## src/rtl/shift_source.sv

```systemverilog
// shift_source: parallel word to serial strobe/bit stream for the shift port of the register block
module shift_source #(
  parameter int WIDTH = 4,
  parameter int GAP = 0
) (
  input  logic             clk,
  input  logic             rst_n,
  input  logic             start,
  input  logic             dir,
  input  logic [WIDTH-1:0] data,
  output logic             sl,
  output logic             il,
  output logic             sr,
  output logic             ir,
  output logic             busy,
  output logic             done
);
  typedef enum logic [1:0] {IDLE, SHIFT, WAIT} state_t;
  state_t state;
  logic [WIDTH-1:0] sbuf;
  logic [WIDTH-1:0] nxt;
  logic dir_q;
  logic [4:0] cnt;
  logic [3:0] gcnt;
  assign nxt = dir_q ? sbuf >> 1 : sbuf << 1;
  // The done pulse is registered on the edge that returns to IDLE, so a start
  // sampled at the edge ending the done cycle is accepted.
  always_ff @(posedge clk or negedge rst_n) begin
    if (!rst_n) begin
      state <= IDLE;
      sbuf <= '0;
      dir_q <= 1'b0;
      cnt <= '0;
      gcnt <= '0;
      {sl, il, sr, ir, busy, done} <= '0;
    end else begin
      {sl, il, sr, ir, done} <= '0;
      case (state)
        IDLE: if (start) begin
          sbuf <= data;
          dir_q <= dir;
          cnt <= 5'(WIDTH);
          state <= SHIFT;
          busy <= 1'b1;
          {sl, il, sr, ir} <= {!dir, !dir & data[WIDTH-1], dir, dir & data[0]};
        end
        SHIFT: begin
          sbuf <= nxt;
          cnt <= cnt - 5'd1;
          if (cnt == 5'd1) begin
            state <= IDLE;
            busy <= 1'b0;
            done <= 1'b1;
          end else if (GAP > 0) begin
            state <= WAIT;
            gcnt <= 4'(GAP);
          end else
            {sl, il, sr, ir} <= {!dir_q, !dir_q & nxt[WIDTH-1], dir_q, dir_q & nxt[0]};
        end
        WAIT: if (gcnt == 4'd1) begin
          state <= SHIFT;
          {sl, il, sr, ir} <= {!dir_q, !dir_q & sbuf[WIDTH-1], dir_q, dir_q & sbuf[0]};
        end else
          gcnt <= gcnt - 4'd1;
        default: state <= IDLE;
      endcase
    end
  end
endmodule

```

## config.mk

```make
export PLATFORM = sky130hd
export DESIGN_NAME = shift_source
export DESIGN_NICKNAME = d
export VERILOG_FILES = /design/src/rtl/shift_source.sv
export SDC_FILE = /design/constraint.sdc
export NUM_CORES = 1
export LEC_CHECK = 0
export ABC_AREA = 0
export CAP_MARGIN = 20
export CELL_PAD_IN_SITES_DETAIL_PLACEMENT = 1
export CELL_PAD_IN_SITES_GLOBAL_PLACEMENT = 1
export CORE_ASPECT_RATIO = 0.9
export CORE_MARGIN = 5
export CORE_UTILIZATION = 25
export DETAILED_ROUTE_END_ITERATION = 8
export GPL_ROUTABILITY_DRIVEN = 0
export PLACE_DENSITY_LB_ADDON = 0.1
export SLEW_MARGIN = 20
export SYNTH_ARGS = -nofsm -noshare
export SYNTH_HDL_FRONTEND = slang
export SYNTH_SLANG_ARGS = --single-unit
```

## constraint.sdc

```tcl
create_clock -name clk -period 3.2 [get_ports clk]
set_input_delay 0.64 -clock clk [delete_from_list [all_inputs] [get_ports clk]]
set_output_delay 0.64 -clock clk [all_outputs]
set_load 0.05 [all_outputs]
```

## Word level (Yosys, flattened, before mapping)

Cells that the tools add are included.
Widths: inputs -> output; s select.

- Bits in registers: 22
- Latch bits: 0
- RAM bits: 0
- ROM bits: 0
- Output and inout port bits: 6
- Memories kept: 0

- Add/subtract/negate cells: 2
- Multipliers: 0
- Div/mod/pow operators: 0
- Order comparisons: 0
- Equal/unequal tests: 7
- Shifts and indexed selects: 0
- Multiplexer cells: 30
- Bitwise gates (word level): 7
- Reduce and logical (&&, ||, !) cells: 9

Operators with widths:

| cell | count |
|---|---|
| $mux 1 | 16 |
| $pmux 1 s3 | 4 |
| $pmux 5 s2 | 1 |
| $mux 4 | 2 |
| $pmux 4 s2 | 1 |
| $and 1x1->1 | 6 |
| $mux 2 | 3 |
| $ne 2x2->1 const B | 3 |
| $pmux 2 s3 | 1 |
| $reduce_and 2->1 | 3 |
| $reduce_and 3->1 | 2 |
| $eq 5x1->1 const B | 1 |
| $mux 5 | 1 |
| $sub 5x1->5 const B | 1 |
| $eq 4x1->1 const B | 1 |
| $sub 4x1->4 const B | 1 |
| $eq 2x1->1 const B | 1 |
| $eq 2x2->1 const B | 1 |
| $logic_not 1->1 | 2 |
| $logic_not 2->1 | 1 |
| $pmux 1 s2 | 1 |
| $reduce_bool 2->1 | 1 |
| $not 1->1 | 1 |

## Logic depth before layout (Yosys ltp)

- Word-level depth: 4
- Gate-level depth with buffers: 5

## Worst setup path before layout

OpenSTA, ideal clock, no wires.

- Path type: reg2reg
- From: reg, netlist name busy
- To: reg cnt[3]
- Setup time: 0.124 ns
- Arrival time: 1.408 ns
- Data required time: 3.076 ns
- Slack: 1.668 ns
- Stages on the path, launching flop included: 4
- Buffers on the path: 0
- Period minus slack after synthesis: 1.532 ns
- Cells stage by stage: dfrtp_1 -> inv_2 -> or4_4 -> mux2i_1

RTL lines:

| element | line | RTL |
|---|---|---|
| end signal, assigned | 42 | `cnt <= 5'(WIDTH);` |
| end signal, assigned | 49 | `cnt <= cnt - 5'd1;` |
| end, declared | 23 | `logic [4:0] cnt;` |

## Worst setup path after layout

- From: reg busy
- To: out busy

RTL lines:

| element | line | RTL |
|---|---|---|
| start, declared | 15 | `output logic busy,` |
| start signal, assigned | 35 | `{sl, il, sr, ir, busy, done} <= '0;` |
| start signal, assigned | 44 | `busy <= 1'b1;` |
| start signal, assigned | 52 | `busy <= 1'b0;` |

No word-level cell between the ends.

==> reports/results.ini <==
[sta]
max_freq_mhz=407
timing.max_slew.rel_slack=0.498
final_max_slew_viol_count=0
setup_total_negative_slack_ns=0
final.setup.worst_slack_ns=0.745
setup_viol_count_final=0
final.setup_skew_ns=0.00315
timing.final.crit_share=0.767
rsz_0062_raised_after_global_routing=false
final.min_clock_period_ns=2.46
tightest_slew_ns=0.750
final-hold-violation-count=0

[clocking]
cts_tree=done
cts-root-to-sink-buffers=2
clk_latency_ns=0.29
clockRootBuffer=clkbuf_4
htreeDepth=1
cts_repair_resize_count=0
holdBufCountCts=0
path_clk_slew_ns=0.09
post_cts_setup_buffer_count=0
cts.sinks=16
cts-buffers-inserted=3

[global_routing]
globalRouteOverflowTotal=0
grt_start_max_net_pins=17
grt_first_pass_wirelength_um=2740
overall_global_routing_resource_usage=0.0926
first_global_vias=591
grt_antenna_before_repair=0

[final_layout]
layout.nets=94
commonest_cells_after_routing_fill_and_taps_aside=dfrtp_1 (16), clkdlybuf4s50_1 (13), nand2_1 (8)
layout.core_utilization=0.335
ratio_of_cells_with_drive_above_1_in_the_final_layout=0.0723
mostFrequentLayoutCell=dfrtp_1
syn_to_final_growth_pct=29.1
num_antenna_cells=0

[yosys]
seq_area_frac_synth=0.561
postSynthAreaPerCell_sq_um=10.5
ys_warn_count=0
synth_simple_gate_area_share=0.174
syn_nets=78
count_of_mapped_cells_out_of_synthesis=68
synth_seq_cells=16
synth_fa_ha_area_frac=0.0351
compound_gate_fraction_of_synth_area=0.126
synth.lib_cells_used.distinct=22
synth_area_sq_um=713
yosys.area_share.xor_xnor=0
synth.mux.area_fraction=0.0702
synth_top_family_by_area=simple AND/OR/NAND/NOR gates

[status]
outcome=finished clean

[floorplanning]
io_pins=14
coreArea_sq_um=2750
floorplan.rows=18
die-height_um=60.7
die_area_sq_um=4020
start_util=0.260
die_width_um=66.3

[place]
post-dp-hpwl_um=1140
port_buffers=13
preCtsSetupSlack_ns=1.05

[critical_path]
startpoint_type=flip-flop
crit_fanout=16
crit_path_max_incr_delay_ns=0.89
crit_arrival_ns=1.82
critPathRequiredTime_ns=2.56
cp.buffers_inverters=1
critPathTopFamily=buffers and inverters
critPathKind=reg -> out
cpMaxStageDelayCell=clkdlybuf4s50_1
cp-end-kind=output pin
critical_path.cell_chain=clkdlybuf4s50_1

[routing]
postRouteAntennaNets=0
firstDrtPassIters=2
remaining_design_rule_violation_count=0
initial_detailed_routing_violation_count=5
routed_vias_inst=4.35
vias=535
wl_per_cell_um=12.2
totalWireLength_um=1500

[pwr]
share_comb_of_total_power=0.439
net-switching-power_uw=394
total_power_uw=927
irDropWorstVdd_v=0.000283
cell_internal_pwr_uw=533
part_of_the_power_in_registers=0.415
p_clk_frac=0.145
powerDensity_nw_per_um2=1010
power.leakage_nw=0.402
power.share.switching=0.425

[hold_path]
worst_hold_path_type=reg -> reg

[job]
timing.max_cap.violations=0

state kept, by name (all words and copies together) (netlist names):
| name | count |
|---|---|
| sr | 1 |
| il | 1 |
| sl | 1 |
| done | 1 |
| dir_q | 1 |
| ir | 1 |
| cnt | 5 |
| sbuf | 4 |
| busy | 1 |
cell usage after synthesis (all sizes together):
| library cell | n | area [sq um] |
|---|---|---|
| dfrtp | 16 | 400 |
| nand2 | 8 | 30.0 |
| o21ai | 6 | 30.0 |
| mux2i | 5 | 50.1 |
| inv | 4 | 15.0 |
| nor2 | 4 | 15.0 |
| nor2b | 4 | 25.0 |
| a211oi | 3 | 22.5 |
| a21oi | 3 | 15.0 |
| ha | 2 | 25.0 |
| nand2b | 2 | 12.5 |
| nand3 | 2 | 10.0 |
| and2 | 1 | 6.26 |
| buf | 1 | 5.00 |
| clkbuf | 1 | 3.75 |
| nor3 | 1 | 5.00 |
| nor4b | 1 | 8.76 |
| o22ai | 1 | 6.26 |
| o2bb2ai | 1 | 8.76 |
| o31ai | 1 | 7.51 |
| or4 | 1 | 11.3 |
per-layer routing:
| metal | track usage | wire length [um] | vias up |
|---|---|---|---|
| met5 | 0 | 0 | - |
| met2 | 0.127 | 616 | 12 |
| li1 | - | - | 264 |
| met1 | 0.124 | 763 | 255 |
| met3 | 0.0463 | 96 | 4 |
| met4 | 0.0348 | 24 | 0 |
cell families after synthesis:
logic type,Yosys count
adders and majority gates,2
AOI/OAI and AO/OA,15
and+or+nand+nor,24
muxes,5
DFF,16
buffers and inverters,6
power by group through the flow:
stage	Clock (mW)	Sequential (mW)	Combinational (mW)
5_1_grt	0.151	0.403	0.454
3_3_place_gp	0	0.393	0.413
4_1_cts	0.144	0.388	0.416
3_5_place_dp	0	0.392	0.416
2_1_floorplan	0	0.476	0.193
6_report	0.135	0.385	0.407
final timing paths:
path / startpoint / to / slack [ns] / depth (start not counted)
worst max-delay path: busy / busy / 0.74 / 1
worst min-delay path: cnt[4] / cnt[4] / 0.49 / 1
worst max register to register: busy / cnt[3] / 1.69 / 3
worst min register to register: cnt[4] / cnt[4] / 0.49 / 1
max in group asynchronous: rst_n / sbuf[2] / 1.95 / 1
min in group asynchronous: rst_n / cnt[2] / 0.78 / 1
area by class of cell:
| type | count | area (sq um) |
|---|---|---|
| Tap cell | 40 | 50.0 |
| Inverter | 4 | 15.0 |
| Multi-Input combinational cell | 46 | 289 |
| Timing Repair Buffer | 13 | 130 |
| Clock buffer | 4 | 36.3 |
| Fill cell | 335 | 1830 |
| Sequential cell | 16 | 400 |
stage by stage:
stage	cells	instance area, sq um	hold slack (ns)
floorplan	68	713	0.344
global placement	119	885	0.468
detailed placement	119	885	0.483
CTS	123	921	0.496
global route	123	921	0.529
finish	123	921	0.494
Note: power is estimated with default switching activity, not from simulation.
